<file path="config.mk">
export PLATFORM = sky130hd
export DESIGN_NAME = sad_search_ctrl
export DESIGN_NICKNAME = d
export VERILOG_FILES = /design/src/rtl/sad_search_ctrl_pkg.sv /design/src/rtl/sad_pos_counter.sv /design/src/rtl/sad_search_ctrl.sv
export SDC_FILE = /design/constraint.sdc
export NUM_CORES = 1
export LEC_CHECK = 0
export ABC_AREA = 1
export BUFFER_PORTS_ARGS = -buffer_cell sky130_fd_sc_hd__buf_2
export CORE_MARGIN = 2
export CORE_UTILIZATION = 56
export CTS_CLUSTER_DIAMETER = 150
export CTS_CLUSTER_SIZE = 10
export DETAILED_ROUTE_END_ITERATION = 6
export PLACE_DENSITY = 0.9
export SKIP_CTS_REPAIR_TIMING = 1
export SLEW_MARGIN = 20
export SYNTH_ARGS = -nofsm -noshare
export SYNTH_HDL_FRONTEND = slang
export SYNTH_HIERARCHICAL = 1
export SYNTH_SLANG_ARGS = --single-unit
</file>
<file path="constraint.sdc">
create_clock -name i_clk -period 2.3 [get_ports i_clk]
set_clock_uncertainty 0.1 [all_clocks]
set_input_delay 0.46 -clock i_clk [delete_from_list [all_inputs] [get_ports i_clk]]
set_output_delay 0.46 -clock i_clk [all_outputs]
set_load 0.01 [all_outputs]
</file>
<file path="src/rtl/sad_search_ctrl_pkg.sv">
// sad_search_ctrl_pkg: shared types and constants for the SAD search sequencer
package sad_search_ctrl_pkg;
    typedef enum logic [1:0] {S_IDLE, S_RUN, S_DRAIN, S_DONE} state_t;
    localparam int DIM_W_DEF = 8;
    localparam int SAD_W = 32;
    localparam logic [SAD_W-1:0] SAD_INIT = 32'hFFFFFFFF;
endpackage

</file>
<file path="src/rtl/sad_pos_counter.sv">
// sad_pos_counter: row-major 2-D position counter, X fastest, wraps to (0,0) after the last position
module sad_pos_counter
    import sad_search_ctrl_pkg::*;
#(
    parameter int DIM_W = DIM_W_DEF
) (
    input  logic             i_clk,
    input  logic             i_reset,
    input  logic             i_clear,
    input  logic             i_advance,
    input  logic [DIM_W-1:0] i_x_lim,
    input  logic [DIM_W-1:0] i_y_lim,
    output logic [DIM_W-1:0] o_x,
    output logic [DIM_W-1:0] o_y,
    output logic             o_last
);
    logic [DIM_W-1:0] r_x, r_y;
    logic w_x_end;
    assign w_x_end = r_x == i_x_lim;
    assign o_last  = w_x_end && r_y == i_y_lim;
    assign o_x     = r_x;
    assign o_y     = r_y;
    // step through positions; the limits are inclusive
    always_ff @(posedge i_clk) begin
        if (i_reset || i_clear) begin
            r_x <= '0;
            r_y <= '0;
        end else if (i_advance) begin
            r_x <= w_x_end ? '0 : r_x + 1'b1;
            r_y <= o_last ? '0 : (w_x_end ? r_y + 1'b1 : r_y);
        end
    end
endmodule

</file>
<file path="src/rtl/sad_search_ctrl.sv">
// sad_search_ctrl: issues every window position to the SAD datapath and tracks the minimum result
module sad_search_ctrl
    import sad_search_ctrl_pkg::*;
#(
    parameter int MAX_INFLIGHT = 8,
    parameter int DIM_W        = DIM_W_DEF
) (
    input  logic             i_clk,
    input  logic             i_reset,
    input  logic             i_start,
    input  logic [DIM_W-1:0] i_frame_rows,
    input  logic [DIM_W-1:0] i_frame_cols,
    input  logic [DIM_W-1:0] i_win_rows,
    input  logic [DIM_W-1:0] i_win_cols,
    output logic             o_issue_valid,
    input  logic             i_issue_ready,
    output logic [DIM_W-1:0] o_issue_x,
    output logic [DIM_W-1:0] o_issue_y,
    input  logic             i_result_valid,
    input  logic [SAD_W-1:0] i_result_sad,
    output logic             o_busy,
    output logic             o_done,
    output logic             o_cfg_err,
    output logic [DIM_W-1:0] o_best_x,
    output logic [DIM_W-1:0] o_best_y,
    output logic [SAD_W-1:0] o_best_sad
);
    localparam int IW = $clog2(MAX_INFLIGHT + 1);

    state_t           r_state, w_next;
    logic [IW-1:0]    r_inflight;
    logic [DIM_W-1:0] r_x_lim, r_y_lim, w_ret_x, w_ret_y;
    logic [DIM_W-1:0] r_best_x, r_best_y;
    logic [SAD_W-1:0] r_best_sad;
    logic             r_cfg_err;
    logic             w_legal, w_accept, w_xfer, w_retire, w_iss_last, w_ret_last;

    assign w_legal  = |i_frame_rows && |i_frame_cols && |i_win_rows && |i_win_cols &&
                      i_win_rows <= i_frame_rows && i_win_cols <= i_frame_cols;
    assign w_accept = i_start && r_state == S_IDLE;
    assign w_xfer   = o_issue_valid && i_issue_ready;
    // results only count while a search is active and something is outstanding
    assign w_retire = i_result_valid && |r_inflight && (r_state == S_RUN || r_state == S_DRAIN);

    assign o_cfg_err  = r_cfg_err;
    assign o_best_x   = r_best_x;
    assign o_best_y   = r_best_y;
    assign o_best_sad = r_best_sad;

    sad_pos_counter #(.DIM_W(DIM_W)) u_issue_pos (
        .i_clk(i_clk), .i_reset(i_reset), .i_clear(w_accept), .i_advance(w_xfer),
        .i_x_lim(r_x_lim), .i_y_lim(r_y_lim),
        .o_x(o_issue_x), .o_y(o_issue_y), .o_last(w_iss_last)
    );

    // results return in issue order, so a second counter reproduces their coordinates
    sad_pos_counter #(.DIM_W(DIM_W)) u_retire_pos (
        .i_clk(i_clk), .i_reset(i_reset), .i_clear(w_accept), .i_advance(w_retire),
        .i_x_lim(r_x_lim), .i_y_lim(r_y_lim),
        .o_x(w_ret_x), .o_y(w_ret_y), .o_last(w_ret_last)
    );

    // state register
    always_ff @(posedge i_clk) begin
        r_state <= i_reset ? S_IDLE : w_next;
    end

    // next state; DRAIN finishes on the edge that retires the final position
    always_comb begin
        w_next = r_state;
        case (r_state)
            S_IDLE:  w_next = w_accept ? (w_legal ? S_RUN : S_DONE) : S_IDLE;
            S_RUN:   w_next = (w_xfer && w_iss_last) ? S_DRAIN : S_RUN;
            S_DRAIN: w_next = (r_inflight == '0 || (w_retire && w_ret_last)) ? S_DONE : S_DRAIN;
            default: w_next = S_IDLE;
        endcase
    end

    // state-decoded outputs
    always_comb begin
        o_issue_valid = r_state == S_RUN && r_inflight < IW'(MAX_INFLIGHT);
        o_busy        = r_state == S_RUN || r_state == S_DRAIN;
        o_done        = r_state == S_DONE;
    end

    // position limits captured with the configuration
    always_ff @(posedge i_clk) begin
        if (i_reset) begin
            r_x_lim <= '0;
            r_y_lim <= '0;
        end else if (w_accept) begin
            r_x_lim <= i_frame_cols - i_win_cols;
            r_y_lim <= i_frame_rows - i_win_rows;
        end
    end

    // issued-but-unretired request count
    always_ff @(posedge i_clk) begin
        if (i_reset)
            r_inflight <= '0;
        else
            r_inflight <= r_inflight + IW'(w_xfer) - IW'(w_retire);
    end

    // running minimum; strict compare keeps the earliest position on ties
    always_ff @(posedge i_clk) begin
        if (i_reset) begin
            r_best_x   <= '0;
            r_best_y   <= '0;
            r_best_sad <= '0;
            r_cfg_err  <= 1'b0;
        end else if (w_accept) begin
            r_best_x   <= '0;
            r_best_y   <= '0;
            r_best_sad <= SAD_INIT;
            r_cfg_err  <= !w_legal;
        end else if (w_retire && i_result_sad < r_best_sad) begin
            r_best_x   <= w_ret_x;
            r_best_y   <= w_ret_y;
            r_best_sad <= i_result_sad;
        end
    end
endmodule

</file>
==> impl_metrics.toml <==
[status]
status = "complete, no violations"

[detailed_routing]
wl_per_cell_um = 12.59
antenna_left = 0
routed_wl_um = 16690
vias_per_cell = 5.156
firstDrtPassIters = 5
drcViolationCount = 0
drt_iter0_drc = 441
num_vias = 6837

[floorplanning]
die_w_um = 114.4
rows = 40
die_area_mm2 = 0.01308
initial_utilization_pct = 57.04
core_mm2 = 0.01196
chipHeight_um = 114.4
pin_count = 137

[placement]
io_buffers = 136
dpl_cell_area_mm2 = 0.007677
gp_congestion = 0.8750
post-dp-hpwl_um = 12680

[min_path]
hold_depth = 3
hold_start = "i_result_sad[19]"
holdPathEnd = "o_best_sad[19]"
hp-class = "input pin to flip-flop"

[synthesis]
async_flop_share_pct = 0
synthCells = 1035
postSynthAreaPerCell_um2 = 6.592
synthDistinctLibCells = 39
synth_warnings = 6
synth_seq_area_share_pct = 30.22
netlist_area_mm2 = 0.006823
yosys_most_used_dff = "dfxtp_1"
synth_edf_count = 0
syn-num-nets = 1167
ys_ff_latch = 103

[sta]
slew-limit-headroom_pct = 75.69
maxSlewViolCount = 0
fin_crit_sh_pct = 98.53
min_period_ps = 2266
worst_pin_slew_ps = 360.9
finalSetupViolations = 0
hold_viol = 0
fmax_mhz = 441.3

[cells_and_area]
fin_nets = 1306
diodes = 0
syn_to_final_growth_pct = 17.71
drive_gt1_share_pct = 19.34
fillers = 968
final_util_pct = 67.14
fin_area_mm2 = 0.008031

[critical_path]
required_ps = 2490
arrival_ps = 2460
r2r_start = "r_state[1]"
critPathKind = "flip-flop to flip-flop"
worstPathMaxFanout = 3
r2r_cells = 12
start_kind = "flip-flop"
worst_setup_path_end_kind = "flip-flop"
r2r-end = "r_inflight[3]"
ff2ff_setup_slack_ps = 30

[power]
p_leak_nw = 4.289
vdd_drop_max_v = 0.0004144
p_per_area_mw_per_mm2 = 799.9

[clock_network]
clock_path_buffers = 2
clk_pin_slew_worst_paths_ps = 70
htree_levels = 3
worstSkewPairLatency_ps = 360
cts_sinks = 103
tritoncts = "yes"
cts_root_buf = "clkbuf_16"
numCtsBuffers = 9

[global_routing]
grt_pass1_wl_um = 27870
grt_max_degree = 32
grt_pass1_vias = 6316
antenna_found_initial = 0
grt-ovfl-total = 0
grtUsageTotal_pct = 25.87

[job]
cap_viol_max_count = 0
## Yosys cell counts (3+ instances only)
| master | n | area [µm²] |
|---|---|---|
| xnor2_1 | 20 | 175.2 |
| ha_1 | 60 | 750.7 |
| nor4_1 | 8 | 50.05 |
| nand2_4 | 3 | 33.78 |
| inv_1 | 161 | 604.3 |
| inv_2 | 8 | 30.03 |
| nand4_1 | 13 | 81.33 |
| nor3_1 | 7 | 35.03 |
| o21ai_0 | 46 | 230.2 |
| nand3_1 | 49 | 245.2 |
| nand2_2 | 10 | 62.56 |
| a31oi_1 | 3 | 18.77 |
| clkbuf_1 | 12 | 45.04 |
| or2_2 | 11 | 68.82 |
| buf_6 | 7 | 78.83 |
| fa_1 | 3 | 60.06 |
| a21oi_1 | 44 | 220.2 |
| buf_2 | 4 | 20.02 |
| nor2_1 | 114 | 427.9 |
| nand2_1 | 287 | 1077 |
| nor2_2 | 8 | 50.05 |
| o21ai_1 | 22 | 110.1 |
| xor2_1 | 10 | 87.58 |
| dfxtp_1 | 103 | 2062 |
## critical path: stages (launching register included)
cell	delay (ps)
dfxtp_1	380
inv_2	70
ha_4	270
nand3_2	100
inv_2	90
ha_2	190
inv_1	60
ha_1	280
nand2_1	70
nor2_1	40
a211oi_2	220
o21ai_0	170
a21oi_1	150
## routing by layer
layer	global-route usage [%]	part of all wire (%)	wire length (µm)	up-vias
li1	-	-	-	3529
met1	33.36	45	7495	3070
met2	43.75	47	7869	202
met3	3.653	5.2	871	36
met4	10.08	2.7	452	0
met5	0	0	0	-
## per-stage QoR
step	setup slack, ps	instances	power, W	setup TNS, ps	hold WS, ps
finish	33.82	1326	0.006424	0	271.9
CTS	49.00	1325	0.006344	0	269.3
global placement	36.17	1309	0.004623	0	360.4
global route	-46.19	1326	0.006862	-89.75	277.4
detailed placement	6.265	1309	0.004726	0	370.2
floorplan	163.7	1035	0.004022	0	370.8
## cells by family after synthesis
logic type	share of synthesized area, %
and+or+nand+nor	32.64
xor gates and xnor gates	3.851
DFF	30.22
adders and majority gates	11.88
buffers and inverters	11.66
AOI/OAI and AO/OA	9.738
## cell usage in the layout, fill, tap and decap left out, drive strengths merged, types with 13 or more instances in the layout
cell type | Yosys | routed
nand2 | 300 | 300
inv | 170 | 173
buf | 13 | 153
nor2 | 124 | 124
dfxtp | 103 | 103
o21ai | 68 | 68
ha | 60 | 60
nand3 | 52 | 52
a21oi | 45 | 45
xnor2 | 20 | 20
nand4 | 13 | 13
## power breakdown
part / switching (W) / internal, W
sequential: 0.000233 / 0.00206
combinational: 0.00153 / 0.000988
clock: 0.000726 / 0.000891
## state kept, by name, summed over array words and instances, names as in the netlist
name              flops
u_retire_pos/o_x      8
u_retire_pos/o_y      8
r_x_lim               8
u_issue_pos/o_x       8
r_inflight            4
o_best_y              8
r_y_lim               8
o_best_x              8
u_issue_pos/o_y       8
r_state               2
o_cfg_err             1
o_best_sad           32
## how the worst max path moves through the flow
| stage | cells after the start | slack, ps | from | endpoint |
|---|---|---|---|---|
| floorplan | 11 | 160 | r_state[0] | r_inflight[2] |
| detailed placement | 13 | 6 | i_result_sad[5] | o_best_y[2] |
| finish | 12 | 30 | r_state[1] | r_inflight[3] |
| global route | 12 | -50 | r_state[1] | r_inflight[3] |
| CTS | 11 | 50 | r_state[0] | r_inflight[2] |
| global placement | 14 | 40 | i_result_sad[5] | o_best_y[4] |
## area by class of cell
cell class	count	area [µm²]	share of cell area [%]
Multi-Input combinational cell	737	3993	49.71
Sequential cell	103	2064	25.70
Timing Repair Buffer	153	833.3	10.38
Inverter	170	643.1	8.007
Clock buffer	10	239.0	2.976
Tap cell	147	183.9	2.290
Clock inverter	6	75.07	0.9347
(Power assumes the default switching activity.)
